[src/rtl/mux_n_1_reg.sv]
// Registered N:1 multiplexer with a manual-select mode and a round-robin auto-scan mode
// that dwells a programmable number of cycles per channel, plus a hold that freezes everything.
module mux_n_1_reg #(
    parameter  int CH_NUM = 4,
    parameter  int DATA_W = 1,
    parameter  int DWELL  = 10,
    localparam int SEL_W  = (CH_NUM > 1) ? $clog2(CH_NUM) : 1
) (
    input  logic                       sys_clk,
    input  logic                       sys_rst_n,
    input  logic [CH_NUM*DATA_W-1:0]   in_bus,
    input  logic [SEL_W-1:0]           sel,
    input  logic                       mode,
    input  logic                       hold,
    output logic [DATA_W-1:0]          out,
    output logic [SEL_W-1:0]           out_ch,
    output logic                       ch_switch,
    output logic                       sel_err
);

    localparam int CNT_W = (DWELL > 1) ? $clog2(DWELL) : 1;

    localparam logic [SEL_W:0]   CH_NUM_EXT = (SEL_W + 1)'(CH_NUM);
    localparam logic [SEL_W-1:0] LAST_CH    = SEL_W'(CH_NUM - 1);
    localparam logic [CNT_W-1:0] CNT_LAST   = CNT_W'(DWELL - 1);

    typedef enum logic {
        ST_MANUAL = 1'b0,
        ST_SCAN   = 1'b1
    } state_t;

    state_t             state_q, state_d;
    logic [CNT_W-1:0]   cnt_q, cnt_d;
    logic [SEL_W-1:0]   out_ch_q, out_ch_d;
    logic [DATA_W-1:0]  out_q, out_d;
    logic               ch_switch_q, ch_switch_d;
    logic               sel_err_q, sel_err_d;

    logic [SEL_W-1:0]   nxt_s;
    logic               sel_ok_s;
    logic [DATA_W-1:0]  ch_data_s [CH_NUM];

    genvar k;
    for (k = 0; k < CH_NUM; k++) begin : g_ch
        assign ch_data_s[k] = in_bus[k*DATA_W +: DATA_W];
    end

    assign sel_ok_s = ({1'b0, sel} < CH_NUM_EXT);

    // Next-channel selection, dwell counting and mode tracking.
    always_comb begin
        state_d   = state_q;
        cnt_d     = cnt_q;
        nxt_s     = out_ch_q;
        sel_err_d = sel_err_q;
        if (hold) begin
            nxt_s = out_ch_q;
        end else if (!mode) begin
            state_d = ST_MANUAL;
            cnt_d   = {CNT_W{1'b0}};
            if (sel_ok_s) begin
                nxt_s     = sel;
                sel_err_d = 1'b0;
            end else begin
                nxt_s     = out_ch_q;
                sel_err_d = 1'b1;
            end
        end else begin
            state_d   = ST_SCAN;
            sel_err_d = 1'b0;
            case (state_q)
                // Entering scan: the current channel gets a full dwell first.
                ST_MANUAL: begin
                    cnt_d = {CNT_W{1'b0}};
                    nxt_s = out_ch_q;
                end
                ST_SCAN: begin
                    if (cnt_q == CNT_LAST) begin
                        cnt_d = {CNT_W{1'b0}};
                        nxt_s = (out_ch_q == LAST_CH) ? {SEL_W{1'b0}} : out_ch_q + SEL_W'(1);
                    end else begin
                        cnt_d = cnt_q + CNT_W'(1);
                        nxt_s = out_ch_q;
                    end
                end
                default: begin
                    cnt_d = {CNT_W{1'b0}};
                    nxt_s = out_ch_q;
                end
            endcase
        end
    end

    // Output-side next values; hold keeps the data register from tracking in_bus.
    always_comb begin
        out_ch_d = nxt_s;
        if (hold) begin
            out_d       = out_q;
            ch_switch_d = 1'b0;
        end else begin
            out_d       = ch_data_s[nxt_s];
            ch_switch_d = (nxt_s != out_ch_q);
        end
    end

    // State, counter and output registers.
    always_ff @(posedge sys_clk or negedge sys_rst_n) begin
        if (!sys_rst_n) begin
            state_q     <= ST_MANUAL;
            cnt_q       <= {CNT_W{1'b0}};
            out_ch_q    <= {SEL_W{1'b0}};
            out_q       <= {DATA_W{1'b0}};
            ch_switch_q <= 1'b0;
            sel_err_q   <= 1'b0;
        end else begin
            state_q     <= state_d;
            cnt_q       <= cnt_d;
            out_ch_q    <= out_ch_d;
            out_q       <= out_d;
            ch_switch_q <= ch_switch_d;
            sel_err_q   <= sel_err_d;
        end
    end

    assign out       = out_q;
    assign out_ch    = out_ch_q;
    assign ch_switch = ch_switch_q;
    assign sel_err   = sel_err_q;

endmodule

[config.mk]
export PLATFORM = sky130hd
export DESIGN_NAME = mux_n_1_reg
export DESIGN_NICKNAME = d
export VERILOG_FILES = /design/src/rtl/mux_n_1_reg.sv
export SDC_FILE = /design/constraint.sdc
export NUM_CORES = 1
export LEC_CHECK = 0
export CORE_AREA = 8 8 45 47
export CTS_BUF_LIST = sky130_fd_sc_hd__clkbuf_8
export CTS_CLUSTER_SIZE = 8
export DETAILED_ROUTE_END_ITERATION = 16
export DIE_AREA = 0 0 53 55
export PLACE_DENSITY = 0.7
export SKIP_LAST_GASP = 1
export SLEW_MARGIN = 20
export SYNTH_ARGS = -nofsm -noshare
export SYNTH_HDL_FRONTEND = slang
export SYNTH_SLANG_ARGS = --single-unit
[constraint.sdc]
create_clock -name sys_clk -period 3.8 [get_ports sys_clk]
set_clock_uncertainty 0.05 [all_clocks]
set_input_delay 0.57 -clock sys_clk [delete_from_list [all_inputs] [get_ports sys_clk]]
set_output_delay 0.57 -clock sys_clk [all_outputs]
set_load 0.01 [all_outputs]
* After elaboration in Yosys (flattened, before gate mapping)
Index checks and enable logic that the tools add are counted.
** Operators by class
- Add/sub/neg operators :: 2
- $lt $le $gt $ge :: 1
- Eq/ne operators :: 3
- Multiplexer cells :: 13
- Bitwise logic cells :: 2
** Operator list (count)
- 2-to-1 mux 2 bit :: 4
- 2-to-1 mux 4 bit :: 2
- one-hot mux 4 bit (2 select lines) :: 1
- adder 4 x 1 -> 4 bit, second input constant :: 1
- equality test 4 bit, second input constant :: 1
- 2-to-1 mux 1 bit :: 4
- one-hot mux 2 bit (2 select lines) :: 1
- greater-or-equal comparator 3 bit, second input constant :: 1
- NOT 2 -> 3 bit :: 1
- adder 2 x 1 -> 2 bit, second input constant :: 1
- binary-select mux 1 bit (select 2 bit) :: 1
- equality test 2 bit, second input constant :: 1
- inequality test 2 bit :: 1
- NOT 1 bit :: 1
** Storage, ports and cells
- Flip-flop bits (word level) :: 9
- Input port bits :: 10
- Output and inout bits :: 5
- Word-level logic and storage cells :: 26

* Logic depth before layout (Yosys ltp)
Gate-level depths: netlist of run 1.
- Depth after elaboration :: 10
- Gate-level depth with buffers :: 7
- Depth with buffers taken out :: 7

* Worst setup path after synthesis of run 1
Ideal clock, no wire load.
- Path kind :: reg-to-reg
- From :: register out_ch_q[0] (netlist: out_ch[0])
- To :: register out_q (netlist: out)
- Setup time :: 0.149 ns
- Data arrival time :: 1.972 ns
- Required time :: 3.601 ns
- Slack :: 1.629 ns
- Cell stages (with the launch flop) :: 7
- Buffers on the path :: 0
- Clock period less this slack :: 2.171 ns
- Path through :: dfrtp_1 ha_1 or4b_1 mux2_2 and2_4 a2111oi_2 a221oi_1
** On the way
- Cells in the longest elaborated chain, start to end :: 10
- Elaborated cells between the ends (all ways) :: 11
- Those cells by class :: add/sub: 1; eq/ne: 1; mux: 8; bitwise: 1
** Ends and longest elaborated chain
- start: declaration :: RTL line 34 : logic [SEL_W-1:0] out_ch_q, out_ch_d;
- start signal: assignment :: RTL line 111 : out_ch_q <= {SEL_W{1'b0}};
- start signal: assignment :: RTL line 118 : out_ch_q <= out_ch_d;
- adder 2 x 1 -> 2 bit / equality test 2 bit (equally long branches) :: RTL line 80 : nxt_s = (out_ch_q == LAST_CH) ? {SEL_W{1'b0}} : out_ch_q + SEL_W'(1);
- 2-to-1 mux 2 bit :: RTL line 80
- 2-to-1 mux 2 bit :: RTL line 78 : if (cnt_q == CNT_LAST) begin
- one-hot mux 2 bit (2 select lines) :: RTL line 71 : case (state_q)
- 2-to-1 mux 2 bit :: RTL line 58 : end else if (!mode) begin
- 2-to-1 mux 2 bit * :: RTL line 56 : if (hold) begin
- NOT 2 -> 3 bit (implied by the code) * :: RTL line 101 : out_d = ch_data_s[nxt_s];
- binary-select mux 1 bit (select 2 bit) * :: RTL line 101
- 2-to-1 mux 1 bit (implied by the code) * (2 in series) :: RTL line 101
- end signal: assignment :: RTL line 112 : out_q <= {DATA_W{1'b0}};
- end signal: assignment :: RTL line 119 : out_q <= out_d;
- end: declaration :: RTL line 35 : logic [DATA_W-1:0] out_q, out_d;
Every way passes the cells marked *; elsewhere a longest branch is shown, timed or not. The select of a mux whose other input is x is not followed.
A chain may end at the register's enable or synchronous reset.

* Final worst setup path of run 1
- From :: input hold
- To :: register out_q (netlist: out)
** On the way
- Cells in the longest elaborated chain, start to end :: 5
** Ends and longest elaborated chain
- start: declaration :: RTL line 14 : input logic hold,
- 2-to-1 mux 2 bit :: RTL line 56
- NOT 2 -> 3 bit (implied by the code) :: RTL line 101
- binary-select mux 1 bit (select 2 bit) :: RTL line 101
- 2-to-1 mux 1 bit (implied by the code) (2 in series) :: RTL line 101
Several ways; a longest one is shown, not always the timed one. The select of a mux whose other input is x is not followed.

==> flow_metrics.env, run 1 <==
export IMPL_start_kind="input pin"
export IMPL_cts_hold_buf=0
export IMPL_cts_root_buf="clkbuf_8"
export IMPL_max_cap_violations=0
export IMPL_dp_final_hpwl_um=861
export IMPL_clkLatencyLatePin_ps=230
export IMPL_timing_rr_end="out"
export IMPL_synth_async_sr_flop_share_pct=100
export IMPL_finish_utilization_pct=52.7
export IMPL_cp_slowest_stage_delay_ps=660
export IMPL_grt_pass1_wl_um=1770
export IMPL_dr_pass1_iters=4
export IMPL_r2r_cells=6
export IMPL_r2r_start="out_ch[0]"
export IMPL_numPortBuffers=13
export IMPL_rows=14
export IMPL_seq_area_frac_synth_pct=41.3
export IMPL_muxShareOfSynthArea_pct=7.57
export IMPL_hold_path_class="flip-flop to flip-flop"
export IMPL_grt_usage_pct=8.26
export IMPL_worst_slack_ps=1140
export IMPL_dominantRegCellSynth="dfrtp_1"
export IMPL_synth_edf_count=0
export IMPL_critical_path_depth=6
export IMPL_critical_path_class="input pin to flip-flop"
export IMPL_worst_pin_slew_ps=506
export IMPL_cts_tree="built"
export IMPL_reg2reg_setup_slack_ps=1550
export IMPL_hp_start="state_q"
export IMPL_power_density_nw_per_um2=388
export IMPL_cts_buffers=3
export IMPL_path_max_fanout=13
export IMPL_finalHoldViolations=0
export IMPL_cts_buffer_depth=2
export IMPL_fin_crit_ps=2660
export IMPL_critPathBufInv=1
export IMPL_syn_inst=54
export IMPL_holdPathEnd="state_q"
export IMPL_globalRouteOverflowTotal=0
export IMPL_post_cts_buffers=0
export IMPL_ys_ff_latch=9
export IMPL_syn_area_um2=546
export IMPL_gp_congestion=0.768
export IMPL_coreArea_um2=1380
export IMPL_synth_xor_area_share_pct=1.61
export IMPL_tns_ps=0
export IMPL_status="finished, final reports clean"
export IMPL_cts_resized=0
export IMPL_dieArea_um2=2920
export IMPL_crit_chain="clkdlybuf4s50_1, or4b_1, mux2_2, and2_4, a2111oi_2, a221oi_1"
export IMPL_synth_simple_gate_area_share_pct=17.0
export IMPL_slew_headroom_pct=66.2
export IMPL_fp_dieH_um=55
export IMPL_synth_compound_area_share_pct=20.9
export IMPL_wl_per_cell_um=13.4
export IMPL_wl_um=1140
export IMPL_grt_max_degree=14
export IMPL_synthAdderAreaFrac_pct=6.88
export IMPL_layout_nets=83
export IMPL_synth_cell_types=29
export IMPL_antenna_cells=0
export IMPL_holdPathStages=1
export IMPL_cts_sinks=9
export IMPL_p_leak_nw=0.326
export IMPL_arrival_ps=2680
export IMPL_rsz0062_at_grt="no"
export IMPL_synth_nets=67
export IMPL_fmax_ghz=0.376
export IMPL_placed_cell_area_um2=684
export IMPL_final_common_cell="clkdlybuf4s50_1"
export IMPL_drtIter0Drc=9
export IMPL_die_x_um=53
export IMPL_slew_violations=0
export IMPL_path_clk_slew_ps=40
export IMPL_boundaryPins=15
export IMPL_grt_pass1_vias=429
export IMPL_ys_warn_count=0
export IMPL_grt_antenna_before_repair=0
export IMPL_ant_nets=0
export IMPL_critPathSlowestCell="clkdlybuf4s50_1"
export IMPL_num_fill_cells=126
export IMPL_htree_levels=1
export IMPL_irDropWorstVdd_mv=0.286
export IMPL_period_share_pct=70.0
export IMPL_end_kind="flip-flop"
export IMPL_via_per_inst=5.27
export IMPL_vias=448
export IMPL_setup_violations=0
export IMPL_drive_above_1_share_pct=10.1
export IMPL_syn_avg_cell_area_um2=10.1
export IMPL_critPathRequiredTime_ps=3820
export IMPL_pre_cts_slack_ps=917
export IMPL_synth_top_family_by_area="compound AO/OA/AOI/OAI gates"
export IMPL_start_util_pct=39.4
export IMPL_final_cell_mix="clkdlybuf4s50_1, dfrtp_1, o21ai_0"
export IMPL_area_growth_pct=33.7
export IMPL_fin_total_pwr_w=0.000283
export IMPL_post_route_cell_area_um2=729
export IMPL_cp_top_family="simple AND/OR/NAND/NOR gates"
export IMPL_drcViolationCount=0
## worst register-to-register path, delay by kind of cell, from the launching register on
family / cells / cell delay (ps)
AO/OA/AOI/OAI: 2 / 440
adder cells (fa/ha/maj): 1 / 240
flip-flops: 1 / 430
multiplexers: 1 / 280
AND/OR/NAND/NOR: 2 / 650
## synth_stat cells (2+ instances only)
cell / number / area, µm²
mux2i_1: 3 / 30.0
inv_1: 3 / 11.3
nand2_1: 4 / 15.0
a21o_1: 2 / 15.0
ha_1: 3 / 37.5
o21ai_0: 5 / 25.0
nor2_1: 2 / 7.51
nor2b_1: 3 / 18.8
dfrtp_1: 9 / 225
## metal layers
metal / up-vias / global-route usage (%) / routed length, µm
met5: - / 0 / 0
met1: 218 / 8.55 / 525
li1: 222 / - / -
met2: 6 / 13.7 / 562
met3: 2 / 3.48 / 31
met4: 0 / 5.17 / 19
## worst max-delay path by stage
stage / start / to / slack [ps]
2_1_floorplan: out_ch[0] / out / 1630
3_3_place_gp: hold / out / 970
3_5_place_dp: hold / out / 920
4_1_cts: hold / out / 1140
5_1_grt: hold / out / 1050
6_report: hold / out / 1140
## report_power, final
part | internal [W] | switching (W) | leakage, nW
clock network | 0.0000700 | 0.0000343 | 0.0269
logic | 0.0000374 | 0.0000272 | 0.185
registers | 0.000105 | 0.00000944 | 0.114
## cells by family (layout without fill, tap and decap cells)
group | after synthesis | count (layout)
compound gates | 15 | 15
mux | 4 | 4
buf+inv | 5 | 20
fa+ha+maj | 3 | 3
xor+xnor | 1 | 1
other cells | 1 | 1
flops | 9 | 9
simple gates | 16 | 16
## state kept, by name, indices dropped and copies added (netlist names)
name       flops
ch_switch      1
cnt_q          4
out            1
out_ch         2
state_q        1
## cell type report
cell class | count | area (µm²) | share of cell area [%]
clock inverter | 1 | 3.75 | 0.515
timing repair buffer | 13 | 130 | 17.8
tap | 16 | 20.0 | 2.74
multi-input combinational | 40 | 298 | 40.8
clock buffer | 3 | 41.3 | 5.66
sequential | 9 | 225 | 30.9
inverter | 3 | 11.3 | 1.54
## metrics by stage
stage	hold WS (ps)	std cells
final	461	85
after global routing	492	85
after CTS	465	85
after detailed placement	448	81
after global placement	447	81
after floorplan	224	54
(Power assumes the default switching activity.)
==> run 2: changes to the inputs <==
--- a/config.mk
+++ b/config.mk
@@ -10,7 +10,7 @@
 export CTS_CLUSTER_SIZE = 8
 export DETAILED_ROUTE_END_ITERATION = 16
 export DIE_AREA = 0 0 53 55
-export PLACE_DENSITY = 0.7
+export PLACE_DENSITY = 0.73
 export SKIP_LAST_GASP = 1
 export SLEW_MARGIN = 20
 export SYNTH_ARGS = -nofsm -noshare
==> constraint.sdc (replaced) <==
create_clock -name sys_clk -period 2.2 [get_ports sys_clk]
set_clock_uncertainty 0.05 [all_clocks]
set_input_delay 0.33 -clock sys_clk [delete_from_list [all_inputs] [get_ports sys_clk]]
set_output_delay 0.33 -clock sys_clk [all_outputs]
set_load 0.01 [all_outputs]
==> run 2 against run 1 <==
Critical path depth unchanged. Register-to-register slack got worse by 1500 ps. Highest routed layer unchanged. Sequential share of layout area is 1.9 points lower. Sequential power rose by 68%. Non-clock buffer count is 4 higher. Die area unchanged. Clock power grew 83%. Final cell count increased by 4.7%. Global-route usage up 1.1 points. Worst hold slack got worse by 120 ps.
==> flow_metrics.env, run 2 (synthesized netlist as in run 1, its figures left out) <==
export IMPL_status="finished, final reports clean"
export IMPL_cts_buffer_depth=2
export IMPL_drive_above_1_share_pct=16.4
export IMPL_setup_violations=0
export IMPL_path_max_fanout=3
export IMPL_fmax_ghz=0.467
export IMPL_power_density_nw_per_um2=667
export IMPL_via_per_inst=5.07
export IMPL_rows=14
export IMPL_reg2reg_setup_slack_ps=60
export IMPL_ant_nets=0
export IMPL_fp_dieH_um=55
export IMPL_path_clk_slew_ps=50
export IMPL_final_common_cell="clkdlybuf4s50_1"
export IMPL_wl_um=1220
export IMPL_cp_top_family="simple AND/OR/NAND/NOR gates"
export IMPL_slew_violations=0
export IMPL_switching_share_pct=26.6
export IMPL_arrival_ps=2180
export IMPL_r2r_start="out_ch[1]"
export IMPL_globalRouteOverflowTotal=0
export IMPL_sequentialPowerShare_pct=37.0
export IMPL_end_kind="flip-flop"
export IMPL_power_frac_comb_pct=26.4
export IMPL_gr_usage_met3_pct=5.08
export IMPL_boundaryPins=15
export IMPL_cts_root_buf="clkbuf_8"
export IMPL_p_leak_nw=0.351
export IMPL_numPortBuffers=13
export IMPL_coreArea_um2=1380
export IMPL_cts_hold_buf=0
export IMPL_max_cap_violations=0
export IMPL_busiest_layer="met2"
export IMPL_hold_path_class="input pin to asynchronous set/reset pin"
export IMPL_vias=451
export IMPL_grt_max_degree=13
export IMPL_gp_congestion=0.721
export IMPL_internal_power_w=0.000381
export IMPL_antenna_cells=0
export IMPL_cts_buffers=3
export IMPL_layout_nets=87
export IMPL_critPathRequiredTime_ps=2240
export IMPL_power_switching_w=0.000138
export IMPL_largest_register_ffs=4
export IMPL_cts_tree="built"
export IMPL_critPathBufInv=0
export IMPL_fin_crit_ps=2140
export IMPL_irDropWorstVdd_mv=0.336
export IMPL_htree_levels=1
export IMPL_worst_slack_ps=59.1
export IMPL_cp_slowest_stage_delay_ps=500
export IMPL_crit_chain="ha_2, or4b_1, mux2_4, and2_4, a2111oi_4, a221oi_1"
export IMPL_top_register="cnt_q"
export IMPL_r2r_cells=6
export IMPL_finalHoldViolations=0
export IMPL_use_met2_pct=14.3
export IMPL_grt_antenna_before_repair=0
export IMPL_grt_pass1_vias=448
export IMPL_pre_cts_slack_ps=-114
export IMPL_wl_per_cell_um=13.7
export IMPL_die_x_um=53
export IMPL_p_clk_share_pct=36.6
export IMPL_timing_rr_end="out"
export IMPL_start_util_pct=39.4
export IMPL_grt_usage_pct=9.35
export IMPL_drcViolationCount=0
export IMPL_tns_ps=0
export IMPL_area_growth_pct=42.7
export IMPL_critical_path_class="flip-flop to flip-flop"
export IMPL_critPathSlowestCell="or4b_1"
export IMPL_cts_sinks=9
export IMPL_grt_pass1_wl_um=1950
export IMPL_clkLatencyLatePin_ps=230
export IMPL_drtIter0Drc=4
export IMPL_final_cell_mix="clkdlybuf4s50_1, dfrtp_1, o21ai_0"
export IMPL_start_kind="flip-flop"
export IMPL_period_share_pct=97.3
export IMPL_dieArea_um2=2920
export IMPL_dr_pass1_iters=3
export IMPL_use_met1_pct=10.2
run 2: cell count changes in the layout (fill, tap and decap cells not counted):
cell | previous run | this run
a2111oi_2 | 1 | 0
a2111oi_4 | 0 | 1
buf_4 | 0 | 4
ha_1 | 3 | 2
ha_2 | 0 | 1
mux2_2 | 1 | 0
mux2_4 | 0 | 1
run 2: power by group through the flow:
stage	registers [W]	logic (W)	clock network (W)
after floorplan	0.000202	0.0000560	0
after global placement	0.000193	0.000127	0
after detailed placement	0.000194	0.000128	0
after CTS	0.000192	0.000131	0.000195
after global routing	0.000194	0.000151	0.000210
final	0.000192	0.000137	0.000190
run 2: how the worst max path moves through the flow:
stage	from	end	slack, ps	cells after the start
after floorplan	out_ch[0]	out	30	6
after global placement	mode	out	-70	6
after detailed placement	mode	out	-110	6
after CTS	out_ch[0]	out	20	6
after global routing	out_ch[1]	out	-3	6
final	out_ch[1]	out	60	6
run 2: routing by layer:
layer / part of all wire (%) / up-vias
met3: 4.8 / 2
met4: 0.49 / 0
met1: 44 / 212
li1: - / 230
met5: 0 / -
met2: 51 / 7
run 2: layout make-up:
class	count	area, µm²
Multi-Input combinational cell	40	317
Sequential cell	9	225
Timing Repair Buffer	17	160
Clock inverter	1	3.75
Clock buffer	3	41.3
Inverter	3	11.3
Tap cell	16	20.0
Fill cell	125	606
run 2: stage by stage:
| stage | total power (W) | area, µm² | hold slack (ps) | util (%) | cells |
|---|---|---|---|---|---|
| after floorplan | 0.000258 | 546 | -15.6 | - | 54 |
| after global placement | 0.000320 | 714 | 444 | 51.6 | 85 |
| after detailed placement | 0.000322 | 714 | 448 | 51.6 | 85 |
| after CTS | 0.000518 | 759 | 364 | 54.9 | 89 |
| after global routing | 0.000555 | 778 | 375 | 56.2 | 89 |
| final | 0.000519 | 778 | 344 | 56.2 | 89 |
run 2: what timing repair did:
action / in CTS / in global routing
setup buffers: 0 / 0
gates resized for setup: 0 / 3
endpoints found under the setup margin: 0 / 1
